<file path="src/rtl/debug_master_if.sv">
// Command/response handshake between a host and debug_master.
// The host drives the master modport; debug_master uses the slave modport.
interface debug_master_if;
  logic       cmd_valid;
  logic [7:0] cmd_data;
  logic       cmd_ready;
  logic       resp_valid;
  logic [7:0] resp_data;
  logic       resp_timeout;

  modport master (
    output cmd_valid, cmd_data,
    input  cmd_ready, resp_valid, resp_data, resp_timeout
  );

  modport slave (
    input  cmd_valid, cmd_data,
    output cmd_ready, resp_valid, resp_data, resp_timeout
  );
endinterface

</file>
<file path="src/rtl/debug_master.sv">
// Serial debug master: shifts one command byte to a target, then collects a response.
// Optional macro DEBUG_MASTER_TIMEOUT_EN gives up after TimeoutBytes all-zero filler bytes.
module debug_master #(
  parameter int ClkDiv       = 2,
  parameter int RespLen      = 2,
  parameter int TimeoutBytes = 16
) (
  input  logic          clk,
  input  logic          rst,
  debug_master_if.slave bus,
  output logic          debug_clk,
  output logic          debug_cs,
  output logic          debug_di,
  input  logic          debug_do
);

`ifdef DEBUG_MASTER_TIMEOUT_EN
  localparam bit TimeoutEn = 1'b1;
`else
  localparam bit TimeoutEn = 1'b0;
`endif

  localparam logic [7:0] DivLast  = 8'(ClkDiv - 1);
  localparam logic [3:0] RespLast = 4'(RespLen - 1);
  localparam logic [7:0] ToLast   = 8'(TimeoutBytes - 1);
  localparam logic [8:0] GapLast  = 9'(2 * ClkDiv - 1);

  typedef enum logic [2:0] {S_IDLE, S_CMD, S_WAIT, S_RESP, S_GAP} state_t;

  state_t     state_q, state_d;
  logic [7:0] div_q, div_d;
  logic [2:0] bit_q, bit_d;
  logic [3:0] rcnt_q, rcnt_d;
  logic [7:0] tcnt_q, tcnt_d;
  logic [8:0] gap_q, gap_d;
  logic       sclk_q, sclk_d;
  logic       cs_q, cs_d;
  logic       di_q, di_d;
  logic       ready_q, ready_d;
  logic       want_q, want_d;
  logic       rv_q, rv_d;
  logic       rto_q, rto_d;
  logic [7:0] rdata_q, rdata_d;
  logic [6:0] cmd_q, cmd_d;
  logic [6:0] shin_q, shin_d;

  logic       tick;
  logic       fall;
  logic       go_gap;
  logic [7:0] rx_byte;

  always_comb begin
    state_d = state_q;
    div_d   = div_q;
    bit_d   = bit_q;
    rcnt_d  = rcnt_q;
    tcnt_d  = tcnt_q;
    gap_d   = gap_q;
    sclk_d  = sclk_q;
    cs_d    = cs_q;
    di_d    = di_q;
    ready_d = ready_q;
    want_d  = want_q;
    rv_d    = 1'b0;
    rto_d   = 1'b0;
    rdata_d = rdata_q;
    cmd_d   = cmd_q;
    shin_d  = shin_q;
    tick    = (div_q == DivLast);
    fall    = tick && sclk_q;
    rx_byte = {shin_q, debug_do};
    go_gap  = 1'b0;

    unique case (state_q)
      S_IDLE: begin
        ready_d = 1'b1;
        if (bus.cmd_valid) begin
          state_d = S_CMD;
          ready_d = 1'b0;
          cs_d    = 1'b1;
          sclk_d  = 1'b0;
          div_d   = 8'd0;
          bit_d   = 3'd0;
          di_d    = bus.cmd_data[7];
          want_d  = bus.cmd_data[7];
          cmd_d   = bus.cmd_data[6:0];
        end
      end

      S_CMD, S_WAIT, S_RESP: begin
        div_d = tick ? 8'd0 : div_q + 8'd1;
        if (tick) sclk_d = ~sclk_q;
        // All work happens on debug_clk falling edges; rising edges belong to the target.
        if (fall) begin
          bit_d = bit_q + 3'd1;
          if (state_q == S_CMD) begin
            di_d  = cmd_q[6];
            cmd_d = {cmd_q[5:0], 1'b0};
            if (bit_q == 3'd7) begin
              di_d   = 1'b0;
              tcnt_d = 8'd0;
              if (want_q) state_d = S_WAIT;
              else        go_gap  = 1'b1;
            end
          end else begin
            shin_d = rx_byte[6:0];
            if (bit_q == 3'd7) begin
              if (state_q == S_RESP) begin
                rv_d    = 1'b1;
                rdata_d = rx_byte;
                rcnt_d  = rcnt_q + 4'd1;
                if (rcnt_q == RespLast) go_gap = 1'b1;
              end else if (rx_byte != 8'h00) begin
                rv_d    = 1'b1;
                rdata_d = rx_byte;
                rcnt_d  = 4'd1;
                if (RespLen == 1) go_gap  = 1'b1;
                else              state_d = S_RESP;
              end else begin
                tcnt_d = tcnt_q + 8'd1;
                if (TimeoutEn && (tcnt_q == ToLast)) begin
                  rto_d  = 1'b1;
                  go_gap = 1'b1;
                end
              end
            end
          end
        end
      end

      S_GAP: begin
        gap_d = gap_q + 9'd1;
        if (gap_q == GapLast) begin
          state_d = S_IDLE;
          ready_d = 1'b1;
        end
      end

      default: state_d = S_IDLE;
    endcase

    // Select drops together with the final falling edge of the transaction.
    if (go_gap) begin
      state_d = S_GAP;
      cs_d    = 1'b0;
      sclk_d  = 1'b0;
      di_d    = 1'b0;
      div_d   = 8'd0;
      gap_d   = 9'd0;
    end
  end

  always_ff @(posedge clk or posedge rst) begin
    if (rst) begin
      state_q <= S_IDLE;
      div_q   <= 8'd0;
      bit_q   <= 3'd0;
      rcnt_q  <= 4'd0;
      tcnt_q  <= 8'd0;
      gap_q   <= 9'd0;
      sclk_q  <= 1'b0;
      cs_q    <= 1'b0;
      di_q    <= 1'b0;
      ready_q <= 1'b1;
      want_q  <= 1'b0;
      rv_q    <= 1'b0;
      rto_q   <= 1'b0;
      rdata_q <= 8'h00;
    end else begin
      state_q <= state_d;
      div_q   <= div_d;
      bit_q   <= bit_d;
      rcnt_q  <= rcnt_d;
      tcnt_q  <= tcnt_d;
      gap_q   <= gap_d;
      sclk_q  <= sclk_d;
      cs_q    <= cs_d;
      di_q    <= di_d;
      ready_q <= ready_d;
      want_q  <= want_d;
      rv_q    <= rv_d;
      rto_q   <= rto_d;
      rdata_q <= rdata_d;
    end
  end

  // Shift registers carry no control meaning and need no reset.
  always_ff @(posedge clk) begin
    cmd_q  <= cmd_d;
    shin_q <= shin_d;
  end

  assign bus.cmd_ready    = ready_q;
  assign bus.resp_valid   = rv_q;
  assign bus.resp_data    = rdata_q;
  assign bus.resp_timeout = rto_q;
  assign debug_clk        = sclk_q;
  assign debug_cs         = cs_q;
  assign debug_di         = di_q;

endmodule

</file>
<file path="src/flat_wrapper.sv">
// flat-port wrapper written by rule: the top's interface ports become plain ports
module debug_master_flat 
#(
  parameter int ClkDiv       = 2,
  parameter int RespLen      = 2,
  parameter int TimeoutBytes = 16
)
  (clk, rst, debug_clk, debug_cs, debug_di, debug_do, bus_cmd_valid, bus_cmd_data, bus_cmd_ready, bus_resp_valid, bus_resp_data, bus_resp_timeout);
  debug_master_if bus_i ();
  input  logic clk;
  input  logic rst;
  output logic debug_clk;
  output logic debug_cs;
  output logic debug_di;
  input  logic debug_do;
  input wire logic [$bits(bus_i.cmd_valid)-1:0] bus_cmd_valid;
  input wire logic [$bits(bus_i.cmd_data)-1:0] bus_cmd_data;
  output wire logic [$bits(bus_i.cmd_ready)-1:0] bus_cmd_ready;
  output wire logic [$bits(bus_i.resp_valid)-1:0] bus_resp_valid;
  output wire logic [$bits(bus_i.resp_data)-1:0] bus_resp_data;
  output wire logic [$bits(bus_i.resp_timeout)-1:0] bus_resp_timeout;
  assign bus_i.cmd_valid = bus_cmd_valid;
  assign bus_i.cmd_data = bus_cmd_data;
  assign bus_cmd_ready = bus_i.cmd_ready;
  assign bus_resp_valid = bus_i.resp_valid;
  assign bus_resp_data = bus_i.resp_data;
  assign bus_resp_timeout = bus_i.resp_timeout;
  debug_master #(.ClkDiv(ClkDiv), .RespLen(RespLen), .TimeoutBytes(TimeoutBytes)) u_core (.clk(clk), .rst(rst), .bus(bus_i), .debug_clk(debug_clk), .debug_cs(debug_cs), .debug_di(debug_di), .debug_do(debug_do));
endmodule
</file>
<file path="config.mk">
export PLATFORM = sky130hd
export DESIGN_NAME = debug_master_flat
export DESIGN_NICKNAME = d
export VERILOG_FILES = /design/src/rtl/debug_master_if.sv /design/src/rtl/debug_master.sv /design/src/flat_wrapper.sv
export SDC_FILE = /design/constraint.sdc
export NUM_CORES = 1
export LEC_CHECK = 0
export CAP_MARGIN = 5
export CORE_MARGIN = 2
export CORE_UTILIZATION = 52
export CTS_CLUSTER_DIAMETER = 60
export DETAILED_ROUTE_END_ITERATION = 10
export GPL_ROUTABILITY_DRIVEN = 0
export HOLD_SLACK_MARGIN = 0.15
export PLACE_DENSITY = 0.77
export SYNTH_ARGS = -nofsm -noshare
export SYNTH_HDL_FRONTEND = slang
export SYNTH_SLANG_ARGS = --single-unit
</file>
<file path="constraint.sdc">
create_clock -name clk -period 5.96 [get_ports clk]
set_input_delay 0.894 -clock clk [delete_from_list [all_inputs] [get_ports clk]]
set_output_delay 0.894 -clock clk [all_outputs]
set_load 0.005 [all_outputs]
</file>
==> run summary <==
Outcome -> complete, no violations
Die Span Y -> 74.92 um
First-pass GRT wire length -> 7.383 mm
Placed cell count -> 311
VDD IR max -> 0.0002248 V
Final setup violation count -> 0
Num CTS Buffers -> 5
Ratio of cells with drive above 1 in the final layout -> 0.1270
DP Area -> 0.002898 mm^2
Drt pass-1 iters -> 4
Total track usage -> 0.1730
Worst path cell trace -> clkdlybuf4s50_1 -> nor3_1 -> nor2_2 -> o21ai_1 -> nor2_1
Post-synth EDFFs -> 14
Max Clock Skew -> 7.062 ps
Post-route setup slack -> 3392 ps
Fin crit period -> 2568 ps
Initial DRC count -> 85
Die area -> 0.005612 mm^2
Horiz. Die Dim -> 74.92 um
TritonCTS clock tree -> built
Post-CTS sizing -> 0
Most frequent cell after synthesis -> dfrtp_1
CP endpoint kind -> register
Synthesized area -> 0.002615 mm^2
Average routed wire per standard cell -> 13.75 um
Clock latency on the worst-skew pair -> 300 ps
Final Cycle Share -> 0.4309
CP Max Fanout -> 10
Final net count -> 270
Design area -> 0.002978 mm^2
Top FF cell, synth -> dfrtp_1
Vias in the first global route -> 1633
Clk sinks -> 55
Layout area overhead -> 13.88%
Clock slew at reported path FFs -> 80 ps
Crit path kind -> input port to register
Post-synthesis register bit count -> 55
Reg-to-reg slack, setup -> 3700 ps
Final routed DRC violation total -> 0
HPWL Detailed -> 3.107 mm
# port buffers -> 24
Worst path slowest cell -> clkdlybuf4s50_1
HP Class -> register to register
Max-cap viol count -> 0
Most instantiated cells after synthesis -> dfrtp_1 (40), nor2_1 (26), nand2_1 (15)
CP Launch Type -> input port
H-tree Lvls -> 2
RSZ-0062 raised after global routing -> false
Root Buffer -> clkbuf_8
CORE AREA -> 0.004786 mm^2
Final slew viol count -> 0
Top-area cell type share of the netlist area -> 0.3828
Net Count, Synth -> 245
Overflow after GRT -> 0
Synth Area per Inst -> 11.57 um^2
Post-CTS Setup Inserts -> 0
Final Hold Viols -> 0
Leading area contributor after synthesis -> dfrtp_1
Cells after Synth -> 226
TNS Setup -> 0 ps
Initial Util -> 0.5464
Lkg Pwr -> 1.287 nW
Synth Warn # -> 0
Critical path's top delay family -> simple AND/OR/NAND/NOR gates
Synth unique cells -> 49
CTS Hold Bufs -> 0
Ranking of synthesized cells by area -> dfrtp_1 (38%), edfxtp_1 (16%), mux2_2 (6.0%), nor2_1 (3.7%), xor2_1 (3.7%)
Slowest stage delay, CP -> 510 ps
Finished Layout Cells -> 319
Sequential-to-total area share from yosys stat -> 0.5536
Data required, critical path -> 5900 ps
Initial antenna violation count -> 0
Largest net degree at the start of global routing -> 42
Vias -> 1731
CP arrival -> 2510 ps
Buf/Inv on CP -> 1
Antenna cells -> 0
Cell row count -> 25
Boundary Pins -> 26
Fmax -> 389.3 MHz
Slew Limit Headroom -> 0.5980
Pre-CTS setup slack -> 3081 ps
Wirelength, routed -> 4.386 mm
Routed Antenna Nets -> 0
Clock buffer depth -> 2
Routed vias/inst -> 5.426
Pwr dens -> 354.0 mW/mm^2
Post-synth ARST share -> 0.7455
Worst slew pin tran -> 602.4 ps
[logic make-up (layout without fill, tap and decap cells)]
family          count (synthesis)  in the layout  share of synthesized area
buf+inv                        14             40                    0.02871
flops                          55             55                     0.5536
compound gates                 27             27                    0.06507
mux                            17             17                    0.07416
xor+xnor                       14             14                    0.04689
fa+ha+maj                       7              7                    0.03349
simple gates                   91             91                     0.1967
other cells                     1              1                   0.001434
[where the power goes]
part           total (W)  internal [W]  switching [W]
Sequential      0.000536      0.000474      0.0000623
Clock           0.000194     0.0000838       0.000110
Combinational   0.000324      0.000156       0.000167
Total            0.00105      0.000714       0.000340
[tightest hold or removal path, stage by stage, from the launching register on]
cell	delay [ps]
dfrtp_1	350
nand2_1	50
nand2_1	50
[registers in the layout, summed over array words and instances, names as in the netlist, 3 cells and up]
signal,cells
u_core.state_q,3
u_core.cmd_q,7
u_core.gap_q,9
u_core.rcnt_q,4
u_core.shin_q,7
u_core.bus.resp_data,8
u_core.div_q,8
u_core.bit_q,3
[per-layer routing]
layer  vias to the layer above  global-route usage  routed length [um]
met5                         -                   0                   0
met1                       864              0.2294                2036
met3                         6             0.04016                 114
met4                         0             0.05357                  56
met2                        19              0.2836                2179
li1                        842                   -                   -
[area by class of cell]
type                    count  area, um^2
repair buffers             25       247.7
well taps                  67       83.83
fillers                   382        1808
inverters                   7       26.28
flip-flops and latches     55        1448
multi-input cells         157        1092
clock buffers               8       80.08
[per-stage QoR]
step	hold slack [ps]	util	total power (W)
after global placement	464.1	0.6055	0.0008610
after detailed placement	466.6	0.6055	0.0008690
after global routing	502.2	0.6222	0.001134
after CTS	486.1	0.6222	0.001062
final	482.2	0.6222	0.001054
after floorplan	442.8	-	0.0007831
[cell usage in the layout (no fill, tap or decap), types with 3 or more instances in the layout]
cell type        synthesis  routed
nand4_1                  6       6
and2_1                   3       3
edfxtp_1                14      14
clkbuf_1                 0       3
nor4_1                   3       3
inv_1                    7       7
clkbuf_8                 0       5
xor2_1                  11      11
o21a_1                   3       3
nand2b_1                 3       3
o21ai_0                  7       7
nand2_1                 15      15
a21oi_1                  6       6
mux2_2                  14      14
nor3_1                   3       3
clkdlybuf4s50_1          0      24
nand3_1                 10      10
and3_1                   3       3
xnor2_1                  3       3
dfrtp_1                 40      40
ha_1                     7       7
nor2_1                  26      26
[path summary, 6_finish.rpt]
kind	from	endpoint	depth (start not counted)
min	u_core.bit_q[2]	u_core.bit_q[2]	2
min reg2reg	u_core.bit_q[2]	u_core.bit_q[2]	2
max reg2reg	u_core.div_q[1]	u_core.debug_di	7
max in group asynchronous	rst	u_core.bus.cmd_ready	3
max	bus_cmd_valid	u_core.cmd_q[5]	5
min in group asynchronous	rst	u_core.bus.resp_data[5]	3
Power figures use the tool's default switching activity.
